[src/rtl/decode_issue_ctrl_if.sv]
// Fetch / decoder / execute / writeback signal bundle for decode_issue_ctrl.
// slave is the controller's view; master is the surrounding pipeline's view.
interface decode_issue_ctrl_if;
  logic        if_valid;
  logic        if_ready;
  logic [31:0] if_instr;
  logic [31:0] if_pc;

  logic [31:0] dec_instr;
  logic [4:0]  dec_rs1;
  logic [4:0]  dec_rs2;
  logic [4:0]  dec_rd;
  logic        dec_rs1_valid;
  logic        dec_rs2_valid;
  logic        dec_rd_valid;

  logic        ex_valid;
  logic        ex_ready;
  logic [31:0] ex_instr;
  logic [31:0] ex_pc;

  logic        wb_valid;
  logic [4:0]  wb_rd;

  logic        flush;
  logic [31:0] stall_cycles;

  modport slave (
    input  if_valid, if_instr, if_pc,
    input  dec_rs1, dec_rs2, dec_rd, dec_rs1_valid, dec_rs2_valid, dec_rd_valid,
    input  ex_ready, wb_valid, wb_rd, flush,
    output if_ready, dec_instr, ex_valid, ex_instr, ex_pc, stall_cycles
  );

  modport master (
    output if_valid, if_instr, if_pc,
    output dec_rs1, dec_rs2, dec_rd, dec_rs1_valid, dec_rs2_valid, dec_rd_valid,
    output ex_ready, wb_valid, wb_rd, flush,
    input  if_ready, dec_instr, ex_valid, ex_instr, ex_pc, stall_cycles
  );
endinterface

[src/rtl/decode_issue_ctrl.sv]
// Decode/issue controller: one-entry holding register, register scoreboard, issue gating.
// Define WB_BYPASS_EN to let a same-cycle writeback release a waiting instruction.
module decode_issue_ctrl #(
  parameter int unsigned MAX_OUTSTANDING = 4,
  parameter logic [31:0] NOP_INSTR       = 32'h00000013
) (
  input logic                clk,
  input logic                rst_n,
  decode_issue_ctrl_if.slave bus
);

  typedef enum logic {
    EMPTY = 1'b0,
    HELD  = 1'b1
  } id_state_t;

  localparam logic [3:0] MAX_CNT = 4'(MAX_OUTSTANDING);

  id_state_t   id_state_reg, id_state_next;
  logic [31:0] id_instr_reg, id_instr_next;
  logic [31:0] id_pc_reg, id_pc_next;
  logic [31:1] pending_reg, pending_next;
  logic [3:0]  out_cnt_reg, out_cnt_next;
  logic [31:0] stall_cycles_reg;

  logic [31:1] set_mask;
  logic [31:1] clr_mask;
  logic [31:0] pend_full;
  logic [31:0] pend_view;
  logic [3:0]  cnt_view;

  logic id_valid;
  logic rd_write;
  logic wb_clear;
  logic cnt_inc;
  logic cnt_dec;
  logic hazard;
  logic ex_valid;
  logic issue;
  logic if_ready;
  logic accept;

  assign id_valid  = (id_state_reg == HELD);
  assign rd_write  = bus.dec_rd_valid && (bus.dec_rd != 5'd0);
  assign pend_full = {pending_reg, 1'b0};

  // Writebacks only count when they retire a register that is actually pending.
  assign wb_clear = bus.wb_valid && (bus.wb_rd != 5'd0) && pend_full[bus.wb_rd];
  assign cnt_inc  = issue && rd_write;
  assign cnt_dec  = wb_clear && (out_cnt_reg != 4'd0);

  for (genvar gi = 1; gi < 32; gi++) begin : g_sb_mask
    assign set_mask[gi] = cnt_inc && (bus.dec_rd == 5'(gi));
    assign clr_mask[gi] = wb_clear && (bus.wb_rd == 5'(gi));
  end

`ifdef WB_BYPASS_EN
  assign pend_view = pend_full & ~{clr_mask, 1'b0};
  assign cnt_view  = out_cnt_reg - {3'd0, cnt_dec};
`else
  assign pend_view = pend_full;
  assign cnt_view  = out_cnt_reg;
`endif

  assign hazard = (bus.dec_rs1_valid && (bus.dec_rs1 != 5'd0) && pend_view[bus.dec_rs1])
               || (bus.dec_rs2_valid && (bus.dec_rs2 != 5'd0) && pend_view[bus.dec_rs2])
               || (rd_write && pend_view[bus.dec_rd])
               || (rd_write && (cnt_view == MAX_CNT));

  assign ex_valid = id_valid && !hazard && !bus.flush;
  assign issue    = ex_valid && bus.ex_ready;
  assign if_ready = !bus.flush && (!id_valid || issue);
  assign accept   = bus.if_valid && if_ready;

  // An empty holding register presents a NOP so the decoder never sees stale bits.
  assign bus.dec_instr    = id_valid ? id_instr_reg : NOP_INSTR;
  assign bus.ex_instr     = id_valid ? id_instr_reg : NOP_INSTR;
  assign bus.ex_pc        = id_pc_reg;
  assign bus.ex_valid     = ex_valid;
  assign bus.if_ready     = if_ready;
  assign bus.stall_cycles = stall_cycles_reg;

  always_comb begin
    id_state_next = id_state_reg;
    id_instr_next = id_instr_reg;
    id_pc_next    = id_pc_reg;
    if (bus.flush) begin
      id_state_next = EMPTY;
    end else if (accept) begin
      id_state_next = HELD;
      id_instr_next = bus.if_instr;
      id_pc_next    = bus.if_pc;
    end else if (issue) begin
      id_state_next = EMPTY;
    end
  end

  // Set beats clear when issue and writeback hit the same register.
  always_comb begin
    pending_next = (pending_reg & ~clr_mask) | set_mask;
    out_cnt_next = out_cnt_reg;
    if (cnt_inc && !cnt_dec) begin
      out_cnt_next = out_cnt_reg + 4'd1;
    end else if (!cnt_inc && cnt_dec) begin
      out_cnt_next = out_cnt_reg - 4'd1;
    end
  end

  always_ff @(posedge clk) begin
    if (!rst_n) begin
      id_state_reg <= EMPTY;
      id_instr_reg <= NOP_INSTR;
      id_pc_reg    <= 32'd0;
    end else begin
      id_state_reg <= id_state_next;
      id_instr_reg <= id_instr_next;
      id_pc_reg    <= id_pc_next;
    end
  end

  always_ff @(posedge clk) begin
    if (!rst_n) begin
      pending_reg      <= '0;
      out_cnt_reg      <= 4'd0;
      stall_cycles_reg <= 32'd0;
    end else begin
      pending_reg <= pending_next;
      out_cnt_reg <= out_cnt_next;
      if (id_valid && hazard && !bus.flush) begin
        stall_cycles_reg <= stall_cycles_reg + 32'd1;
      end
    end
  end

endmodule

[src/flat_wrapper.sv]
// flat-port wrapper written by rule: the top's interface ports become plain ports
module decode_issue_ctrl_flat 
#(
  parameter int unsigned MAX_OUTSTANDING = 4,
  parameter logic [31:0] NOP_INSTR       = 32'h00000013
)
  (clk, rst_n, bus_if_valid, bus_if_instr, bus_if_pc, bus_dec_rs1, bus_dec_rs2, bus_dec_rd, bus_dec_rs1_valid, bus_dec_rs2_valid, bus_dec_rd_valid, bus_ex_ready, bus_wb_valid, bus_wb_rd, bus_flush, bus_if_ready, bus_dec_instr, bus_ex_valid, bus_ex_instr, bus_ex_pc, bus_stall_cycles);
  decode_issue_ctrl_if bus_i ();
  input logic clk;
  input logic rst_n;
  input wire logic [$bits(bus_i.if_valid)-1:0] bus_if_valid;
  input wire logic [$bits(bus_i.if_instr)-1:0] bus_if_instr;
  input wire logic [$bits(bus_i.if_pc)-1:0] bus_if_pc;
  input wire logic [$bits(bus_i.dec_rs1)-1:0] bus_dec_rs1;
  input wire logic [$bits(bus_i.dec_rs2)-1:0] bus_dec_rs2;
  input wire logic [$bits(bus_i.dec_rd)-1:0] bus_dec_rd;
  input wire logic [$bits(bus_i.dec_rs1_valid)-1:0] bus_dec_rs1_valid;
  input wire logic [$bits(bus_i.dec_rs2_valid)-1:0] bus_dec_rs2_valid;
  input wire logic [$bits(bus_i.dec_rd_valid)-1:0] bus_dec_rd_valid;
  input wire logic [$bits(bus_i.ex_ready)-1:0] bus_ex_ready;
  input wire logic [$bits(bus_i.wb_valid)-1:0] bus_wb_valid;
  input wire logic [$bits(bus_i.wb_rd)-1:0] bus_wb_rd;
  input wire logic [$bits(bus_i.flush)-1:0] bus_flush;
  output wire logic [$bits(bus_i.if_ready)-1:0] bus_if_ready;
  output wire logic [$bits(bus_i.dec_instr)-1:0] bus_dec_instr;
  output wire logic [$bits(bus_i.ex_valid)-1:0] bus_ex_valid;
  output wire logic [$bits(bus_i.ex_instr)-1:0] bus_ex_instr;
  output wire logic [$bits(bus_i.ex_pc)-1:0] bus_ex_pc;
  output wire logic [$bits(bus_i.stall_cycles)-1:0] bus_stall_cycles;
  assign bus_i.if_valid = bus_if_valid;
  assign bus_i.if_instr = bus_if_instr;
  assign bus_i.if_pc = bus_if_pc;
  assign bus_i.dec_rs1 = bus_dec_rs1;
  assign bus_i.dec_rs2 = bus_dec_rs2;
  assign bus_i.dec_rd = bus_dec_rd;
  assign bus_i.dec_rs1_valid = bus_dec_rs1_valid;
  assign bus_i.dec_rs2_valid = bus_dec_rs2_valid;
  assign bus_i.dec_rd_valid = bus_dec_rd_valid;
  assign bus_i.ex_ready = bus_ex_ready;
  assign bus_i.wb_valid = bus_wb_valid;
  assign bus_i.wb_rd = bus_wb_rd;
  assign bus_i.flush = bus_flush;
  assign bus_if_ready = bus_i.if_ready;
  assign bus_dec_instr = bus_i.dec_instr;
  assign bus_ex_valid = bus_i.ex_valid;
  assign bus_ex_instr = bus_i.ex_instr;
  assign bus_ex_pc = bus_i.ex_pc;
  assign bus_stall_cycles = bus_i.stall_cycles;
  decode_issue_ctrl #(.MAX_OUTSTANDING(MAX_OUTSTANDING), .NOP_INSTR(NOP_INSTR)) u_core (.clk(clk), .rst_n(rst_n), .bus(bus_i));
endmodule
[config.mk]
export PLATFORM = sky130hd
export DESIGN_NAME = decode_issue_ctrl_flat
export DESIGN_NICKNAME = d
export VERILOG_FILES = /design/src/rtl/decode_issue_ctrl_if.sv /design/src/rtl/decode_issue_ctrl.sv /design/src/flat_wrapper.sv
export SDC_FILE = /design/constraint.sdc
export NUM_CORES = 1
export LEC_CHECK = 0
export BUFFER_PORTS_ARGS = -buffer_cell sky130_fd_sc_hd__clkbuf_2
export CAP_MARGIN = 10
export CORE_MARGIN = 1
export CORE_UTILIZATION = 30
export DETAILED_ROUTE_END_ITERATION = 8
export PLACE_DENSITY = 0.48
export RECOVER_POWER = 50
export SLEW_MARGIN = 20
export SYNTH_ARGS = -nofsm -noshare
export SYNTH_HDL_FRONTEND = slang
export SYNTH_SLANG_ARGS = --single-unit
[constraint.sdc]
create_clock -name clk -period 6.3 [get_ports clk]
set_clock_uncertainty 0.1 [all_clocks]
set_input_delay 1.575 -clock clk [delete_from_list [all_inputs] [get_ports clk]]
set_output_delay 1.575 -clock clk [all_outputs]
set_load 0.01 [all_outputs]
# Word level (Yosys, flattened, before mapping)
# Index checks and enable logic that the tools add are counted.
dict set report classes {
  addsub 3
  magnitude_cmp 4
  eq_ne 63
  muxes 13
  n_bitwise 5
  reduce_logical 100
}
# cell n
set op_table {}
lappend op_table {{5-bit == test (second input constant)} 32}
lappend op_table {{1-bit logical AND} 82}
lappend op_table {{5-bit by 4-bit == test with 1-bit output (second input constant)} 16}
lappend op_table {{5-bit by 3-bit == test with 1-bit output (second input constant)} 8}
lappend op_table {{32-bit by 1-bit adder with 32-bit output (second input constant)} 1}
lappend op_table {{32-bit 2-to-1 mux} 1}
lappend op_table {{31-bit bitwise AND} 1}
lappend op_table {{31-bit NOT} 1}
lappend op_table {{31-bit OR} 1}
lappend op_table {{5-bit by 6-bit less-than comparator with 1-bit output (second input constant)} 4}
lappend op_table {{1-bit binary-select mux with 5-bit select} 4}
lappend op_table {{5-bit by 2-bit == test with 1-bit output (second input constant)} 4}
lappend op_table {{5-bit nonzero test} 4}
lappend op_table {{5-bit by 1-bit == test with 1-bit output (second input constant)} 2}
lappend op_table {{4-bit 2-to-1 mux} 2}
lappend op_table {{1-bit 2-to-1 mux} 6}
lappend op_table {{1-bit logical NOT} 5}
lappend op_table {{4-bit by 1-bit adder with 4-bit output (second input constant)} 1}
lappend op_table {{4-bit by 3-bit == test with 1-bit output (second input constant)} 1}
lappend op_table {{1-bit logical OR} 4}
lappend op_table {{2-bit nonzero test} 2}
lappend op_table {{4-bit nonzero test} 1}
lappend op_table {{4-bit by 1-bit subtractor with 4-bit output (second input constant)} 1}
lappend op_table {{1-bit NOT} 2}
lappend op_table {{2 further kinds} 2}
dict set report word_totals {
  regBits 132
  inputBits 93
  output_inout_bits 130
  wordCells 194
}

# Logic depth before layout (Yosys ltp)
# Gate-level depths: netlist of run 1.
dict set report depth {
  word_depth 15
  ltp_mapped 16
  depth_no_buf 14
}

# Least setup slack after synthesis of run 1
# No wires, ideal clock.
dict set report synth_timing {
  path_kind {in2out}
  startpoint {input bus_dec_rs1[0]}
  endpoint {output bus_if_ready}
  arrival_time_ns 3.483
  required_time_ns 4.625
  path_slack_ns 1.142
  stages 8
  n_path_buf 1
  cell_sequence {buf_6 mux4_2 mux4_2 nor2b_1 nor3_1 a2111oi_4 nor2_1 nor2_1}
}
dict set report synth_between {
  elab_chain_cells 12
  elab_cells_between_ends 14
  classes_between {mux (2); reduce/logical (12)}
}
# item line
set synth_lines {}
lappend synth_lines {{start, declared} flat_wrapper.sv:14} ;# input wire logic [$bits(bus_i.dec_rs1)-1:0] bus_dec_rs1;
lappend synth_lines {{1-bit binary-select mux with 5-bit select or 5-bit nonzero test (tied branches)} decode_issue_ctrl.sv:65} ;# assign hazard = (bus.dec_rs1_valid && (bus.dec_rs1 != 5'd0) && pend_view[bus.dec_rs1])
lappend synth_lines {{1-bit 2-to-1 mux (implied by the code) or 1-bit logical AND (tied branches)} decode_issue_ctrl.sv:65}
lappend synth_lines {{1-bit logical AND (*)} decode_issue_ctrl.sv:65}
lappend synth_lines {{1-bit logical OR (*)} decode_issue_ctrl.sv:66} ;# || (bus.dec_rs2_valid && (bus.dec_rs2 != 5'd0) && pend_view[bus.dec_rs2])
lappend synth_lines {{1-bit logical OR (*)} decode_issue_ctrl.sv:67} ;# || (rd_write && pend_view[bus.dec_rd])
lappend synth_lines {{1-bit logical OR (*)} decode_issue_ctrl.sv:68} ;# || (rd_write && (cnt_view == MAX_CNT));
lappend synth_lines {{1-bit logical NOT (*)} decode_issue_ctrl.sv:70} ;# assign ex_valid = id_valid && !hazard && !bus.flush;
lappend synth_lines {{1-bit logical AND (*) (2 in a row)} decode_issue_ctrl.sv:70}
lappend synth_lines {{1-bit logical AND (*)} decode_issue_ctrl.sv:71} ;# assign issue = ex_valid && bus.ex_ready;
lappend synth_lines {{1-bit logical OR (*)} decode_issue_ctrl.sv:72} ;# assign if_ready = !bus.flush && (!id_valid || issue);
lappend synth_lines {{1-bit logical AND (*)} decode_issue_ctrl.sv:72}
lappend synth_lines {{end, declared} flat_wrapper.sv:24} ;# output wire logic [$bits(bus_i.if_ready)-1:0] bus_if_ready;
# Every way passes the cells marked *; elsewhere a longest branch is shown, timed or not. The select of a mux whose other input is x is not followed.

# Worst setup path after layout of run 1
dict set report layout_timing {
  startpoint {input bus_dec_rs1[0]}
  endpoint {output bus_ex_valid}
}
dict set report layout_between {
  elab_chain_cells 9
  elab_cells_between_ends 11
  classes_between {mux (2); reduce/logical (9)}
}
# item line
set layout_lines {}
lappend layout_lines {{1-bit binary-select mux with 5-bit select or 5-bit nonzero test (tied branches)} decode_issue_ctrl.sv:65}
lappend layout_lines {{1-bit 2-to-1 mux (implied by the code) or 1-bit logical AND (tied branches)} decode_issue_ctrl.sv:65}
lappend layout_lines {{1-bit logical AND (*)} decode_issue_ctrl.sv:65}
lappend layout_lines {{1-bit logical OR (*)} decode_issue_ctrl.sv:66}
lappend layout_lines {{1-bit logical OR (*)} decode_issue_ctrl.sv:67}
lappend layout_lines {{1-bit logical OR (*)} decode_issue_ctrl.sv:68}
lappend layout_lines {{1-bit logical NOT (*)} decode_issue_ctrl.sv:70}
lappend layout_lines {{1-bit logical AND (*) (2 in a row)} decode_issue_ctrl.sv:70}
lappend layout_lines {{end, declared} flat_wrapper.sv:26} ;# output wire logic [$bits(bus_i.ex_valid)-1:0] bus_ex_valid;
# Marks and branches as above.

==> reports/metrics.yaml, run 1 <==
leakage_nw: 3.26
synth_area_leaders: "dfxtp_1 36%, mux2i_1 9.8%, mux4_2 9.1%"
hold_path_startpoint: "u_core.id_instr_reg[13]"
wl_mm: 21.9
clockBufferDepth: 2
drcViolationCount: 0
synthesis.nets: 915
cts_made_buffers: 17
syn_area_per_cell_um2: 9.10
grt_max_degree: 95
power_frac_comb_pct: 9.2
max_stage_delay_ps: 550
worst_slew_pin_slew_ps: 1060
synth_edf_count: 0
gr-total-overflow: 0
cts_max_level: 4
cts_sinks: 132
hold_buffers: 0
start_util_pct: 30.6
hold_class: "flop to flop"
hpwl_mm: 15.5
vias_per_cell: 5.06
grt_usage_pct: 17.0
ant_nets: 0
drt-initial-drc-count: 485
grt_antenna_before_repair: 0
crit_path_start_kind: "primary input"
placed_cell_area_mm2: 0.00843
r2r_start: "u_core.pending_reg[23]"
crit_fanout: 9
port-buffer-count: 222
drtPass1Iterations: 5
ys_ff_latch: 132
gp_congestion: 0.807
clk_pin_slew_ps: 60
p_seq_share_pct: 42.0
fin_nets: 1070
finalWorstPathRequiredPeriod_ps: 5590
status: "finished, final reports clean"
yosys.area_share.simple_pct: 21.8
synth_top_family_by_area: "simple AND/OR/NAND/NOR gates"
synth_xor_area_share_pct: 0.471
syn_inst: 817
grt_pass1_wl_mm: 34.2
power_density_mw_per_mm2: 233
hold_violations: 0
root_buffer: "clkbuf_16"
ios: 223
synth.area.mux_share_pct: 19.7
cts_tree: "done"
die_w_um: 159
ys.flop_type: "dfxtp_1"
synth_top_cell_by_area: "dfxtp_1"
clkPwrFrac_pct: 48.9
drive_above_1_share_pct: 20.4
arrival_ps: 3910
relSlewSlack_pct: 29.1
syn-cell-area_mm2: 0.00743
n_antenna_cell: 0
cts.repair.resized: 0
cp_slowest_cell: "mux4_2"
p_int_mw: 1.55
rsz0062_at_grt: "false"
postCtsSetupBuffers: 0
die_y_um: 159
first_global_vias: 5961
vdd_drop_max_mv: 0.100
min_period_over_period_pct: 88.7
fill_cells: 2589
maxCapViolCount: 0
crit_path_end_kind: "output pin"
multi_input_area_mm2: 0.00417
core_area_mm2: 0.0243
rows: 57
synthArstFlopShare_pct: 0
postLayoutCellArea_mm2: 0.00890
crit_start: "bus_dec_rs1[0]"
max_freq_mhz: 179
yosys.cell_types.count: 58
path_cells: "clkbuf_2 > mux4_2 > mux4_2 > nor2b_1 > nor3_1 > a2111oi_4 > clkbuf_2"
p_sw_uw: 523
crit_type: "primary input to output pin"
synth.top_cell.area_share_pct: 35.5
holdWs_ps: 354
netSwitchingFraction_pct: 25.2
via_count: 6618
finalSetupTns_ps: 0
synthAdderAreaFrac_pct: 0.943
ys_seq_area_share_pct: 35.5
required_ps: 4620
finalSetupViolations: 0
synth_compound_area_share_pct: 13.1
yosys_warnings: 0
area_growth_pct: 19.7
wl_per_cell_um: 16.7
die_area_mm2: 0.0254
clk_latency_ps: 410
ff_latch_area_mm2: 0.00264
drv_slew: 0
-- layout by cell type (no fill, tap or decap), types with 3 or more instances in the layout --
cell type	n
bufinv_16	3
mux4_2	30
dfxtp_1	132
o211ai_1	29
nor2b_1	6
nor4_1	4
clkinv_2	4
inv_1	10
mux2i_1	73
o21ai_1	34
clkbuf_1	99
buf_4	6
and3_1	7
nor2_1	23
o311ai_0	4
nand2b_1	10
or3_1	9
mux2_2	4
nand3_1	20
nand3b_1	4
clkinv_4	3
or4_1	24
nand4_1	9
o21ai_0	3
nand2_1	154
ha_1	4
clkbuf_2	123
and2_0	29
clkbuf_16	17
nor3_1	5
o31ai_1	24
nor3b_1	4
and4_1	6
a21oi_1	31
-- through the flow --
stage | util (%) | setup WS [ps] | instances | power, mW
after floorplan | - | 1140 | 817 | 1.02
after global placement | 34.7 | 671 | 1277 | 1.09
after detailed placement | 34.7 | 697 | 1277 | 1.09
after CTS | 37.1 | 686 | 1308 | 2.11
after global routing | 36.6 | 483 | 1308 | 2.17
final | 36.6 | 714 | 1308 | 2.08
-- cell usage after synthesis, types with 2 or more instances --
library cell    n
xor2_1          2
o211a_1         2
nor3_1          5
nor2_1         23
mux4_2         30
nor3b_1         4
nand3_1        20
clkbuf_1       42
nor2b_1         6
o21ai_0         2
o21ai_1        35
ha_1            4
and4_1          6
nand4_1         9
nand4b_1        2
and2_1         31
buf_12          6
buf_2           7
o211ai_1       29
xnor2_1         2
nor4_1          4
buf_6           2
o311ai_0        4
or3_1           9
nand2_1       154
and3_1          7
mux2_2          4
mux2i_1        73
buf_4          34
o22ai_1         2
inv_1          10
a2111oi_4       2
o31ai_1        24
nand2b_1       10
nand3b_1        4
a21oi_1        31
or4_1          24
dfxtp_1       132
-- routing by layer --
metal / routed length, um / vias up / global-route usage (%)
met3: 1180 / 15 / 3.18
met5: 0 / - / 0
li1: - / 3246 / -
met2: 10000 / 249 / 26.8
met1: 10500 / 3108 / 23.6
met4: 209 / 0 / 4.98
-- final timing paths --
check	end	slack (ps)	cells past startpoint
worst max-delay path	bus_ex_valid	710	7
worst min-delay path	u_core.id_instr_reg[13]	350	2
worst max register to register	u_core.cnt_view[3]	2310	14
worst min register to register	u_core.id_instr_reg[13]	350	2
-- final cells by class --
type	count	share of cell area, %
Sequential cell	132	29.7
Clock buffer	18	4.82
Clock inverter	13	1.80
Multi-Input combinational cell	583	46.9
Tap cell	324	4.56
Timing Repair Buffer	228	11.8
Inverter	10	0.422
-- worst max-delay path, delay by kind of cell --
family	cells	cell delay, ps
compound gates	1	510
buf+inv	2	500
mux	2	1010
simple gates	2	300
-- power groups by stage --
stage | logic [mW] | registers (mW) | clock network (mW)
finish | 0.191 | 0.871 | 1.01
global route | 0.210 | 0.875 | 1.08
CTS | 0.196 | 0.871 | 1.05
detailed placement | 0.196 | 0.890 | 0
global placement | 0.196 | 0.889 | 0
floorplan | 0.129 | 0.891 | 0
-- cells by family after synthesis --
kind of cell,count (synthesis)
AOI/OAI and AO/OA,143
DFF,132
adders and majority gates,5
muxes,108
buffers and inverters,102
xor gates and xnor gates,4
and+or+nand+nor,323
(Power assumes the default switching activity.)
==> inputs of run 2 (changes only) <==
--- a/config.mk
+++ b/config.mk
@@ -7,6 +7,7 @@
 export LEC_CHECK = 0
 export BUFFER_PORTS_ARGS = -buffer_cell sky130_fd_sc_hd__clkbuf_2
 export CAP_MARGIN = 10
+export CORE_ASPECT_RATIO = 1.4
 export CORE_MARGIN = 1
 export CORE_UTILIZATION = 30
 export DETAILED_ROUTE_END_ITERATION = 8
==> reports/metrics.yaml, run 2 (synthesis gave the netlist of run 1 again) <==
status: "finished, final reports clean"  # unchanged
cts.repair.resized: 0  # unchanged
drv_slew: 0  # unchanged
crit_fanout: 9  # unchanged
worst_hold_path.num_cells: 2  # unchanged
vdd_drop_max_mv: 0.180  # was 0.100 mV
drcViolationCount: 0  # unchanged
power_density_mw_per_mm2: 231  # was 233 mW/mm^2
clk_pin_slew_ps: 50  # was 60 ps
grt_antenna_before_repair: 1  # was 0
rsz0062_at_grt: "false"  # unchanged
relSlewSlack_pct: 3.66  # was 29.1%
cts_made_buffers: 17  # unchanged
drive_above_1_share_pct: 20.1  # was 20.4%
vias_per_cell: 5.22  # was 5.06
finalSetupViolations: 0  # unchanged
crit_type: "primary input to output pin"  # unchanged
min_to: "u_core.id_instr_reg[5]"  # was u_core.id_instr_reg[13]
die_w_um: 135  # was 159 um
port-buffer-count: 222  # unchanged
hold_class: "flop to flop"  # unchanged
grt_pass1_wl_mm: 35.3  # was 34.2 mm
fin_nets: 1070  # unchanged
gp_congestion: 0.876  # was 0.807
wl_per_cell_um: 17.7  # was 16.7 um
r2r-end: "u_core.cnt_view[3]"  # unchanged
clk_latency_ps: 420  # was 410 ps
holdWs_ps: 350  # was 354 ps
ff2ff_path_depth: 12  # was 14
die_y_um: 188  # was 159 um
crit_path_end_kind: "output pin"  # unchanged
final_util_pct: 36.7  # was 36.6%
cts_tree: "done"  # unchanged
start_util_pct: 30.8  # was 30.6%
fill_cells: 2544  # was 2589
rows: 67  # was 57
hold_buffers: 0  # unchanged
ant_nets: 0  # unchanged
reg2reg_slack_ps: 2130  # was 2310 ps
drt-initial-drc-count: 369  # was 485
leakage_nw: 3.24  # was 3.26 nW
die_area_mm2: 0.0254  # about the same
max_freq_mhz: 180  # was 179 MHz
worst_slew_pin_slew_ps: 1450  # was 1060 ps
min_period_over_period_pct: 88.2  # was 88.7%
final_common_cell: "nand2_1"  # unchanged
maxCapViolCount: 0  # unchanged
total_power_mw: 2.04  # was 2.08 mW
first_global_vias: 6349  # was 5961
cts_sinks: 132  # unchanged
wl_mm: 22.9  # was 21.9 mm
core_area_mm2: 0.0241  # was 0.0243 mm^2
hold_violations: 0  # unchanged
final_cell_mix: "154 x nand2_1, 132 x dfxtp_1, 123 x clkbuf_2"  # unchanged
finalWorstPathRequiredPeriod_ps: 5560  # was 5590 ps
crit_path_start_kind: "primary input"  # unchanged
hold_path_startpoint: "u_core.id_instr_reg[5]"  # was u_core.id_instr_reg[13]
cts_max_level: 4  # unchanged
root_buffer: "clkbuf_16"  # unchanged
finalSetupTns_ps: 0  # unchanged
grt_usage_pct: 18.0  # was 17.0%
grt_max_degree: 107  # was 95
required_ps: 4620  # about the same
gr-total-overflow: 0  # unchanged
arrival_ps: 3880  # was 3910 ps
hpwl_mm: 16.6  # was 15.5 mm
area_growth_pct: 19.2  # was 19.7%
via_count: 6763  # was 6618
drtPass1Iterations: 5  # unchanged
ios: 223  # unchanged
n_antenna_cell: 0  # unchanged
postCtsSetupBuffers: 0  # unchanged
r2r_start: "u_core.id_state_reg"  # was u_core.pending_reg[23]
clockBufferDepth: 2  # unchanged
-- run 2: cell types whose count changed in the layout (fill, tap and decap cells not counted), sizes merged --
cell    before  now
buf          7    6
clkinv       7    5
clkbuf     239  245
inv         11   10
bufinv       3    2
-- run 2: per-stage QoR --
stage | instance area [um^2] | std cells | worst slack (ps)
after floorplan | 7430 | 817 | 1140
after global placement | 8410 | 1263 | 744
after detailed placement | 8410 | 1263 | 732
after CTS | 8980 | 1295 | 729
after global routing | 8860 | 1295 | 555
final | 8860 | 1295 | 742
-- run 2: area by class of cell --
class / instances / area [um^2] / share of cell area [%]
clock buffers: 23 / 468 / 5.28
clock inverters: 9 / 104 / 1.17
inverters: 10 / 37.5 / 0.424
multi-input cells: 583 / 4170 / 47.1
flip-flops and latches: 132 / 2640 / 29.8
well taps: 310 / 388 / 4.38
repair buffers: 228 / 1040 / 11.8
-- run 2: critical path, cell delays in order --
cell and delay (ps):
clkbuf_2 280, mux4_2 540, mux4_2 500, nor2b_1 160, nor3_1 140, a2111oi_4 350
nor2_1 100, nor2_1 100, clkbuf_2 140
-- run 2: worst max-delay path by stage --
| stage | startpoint | end | slack [ps] | cells after the start |
|---|---|---|---|---|
| 3_5_place_dp | bus_dec_rs1[0] | bus_if_ready | 730 | 9 |
| 4_1_cts | bus_dec_rs1[0] | bus_if_ready | 730 | 9 |
| 5_1_grt | bus_dec_rs1[0] | bus_if_ready | 550 | 9 |
| 3_3_place_gp | bus_dec_rs1[0] | bus_if_ready | 740 | 9 |
| 6_report | bus_dec_rs1[0] | bus_if_ready | 740 | 9 |
| 2_1_floorplan | bus_dec_rs1[0] | bus_if_ready | 1140 | 8 |
-- run 2: layer usage --
metal / vias to the layer above / share of wire, % / GRT usage, %
li1: 3255 / - / -
met1: 3226 / 41 / 20.6
met2: 243 / 52 / 31.9
met3: 37 / 4.7 / 3.52
met4: 2 / 2.4 / 8.21
met5: - / 0.057 / 0
-- run 2: where the power goes --
| group | internal, mW | leakage, nW | switching [mW] |
|---|---|---|---|
| logic | 0.0758 | 1.90 | 0.120 |
| clock network | 0.602 | 0.277 | 0.375 |
| registers | 0.858 | 1.07 | 0.0110 |
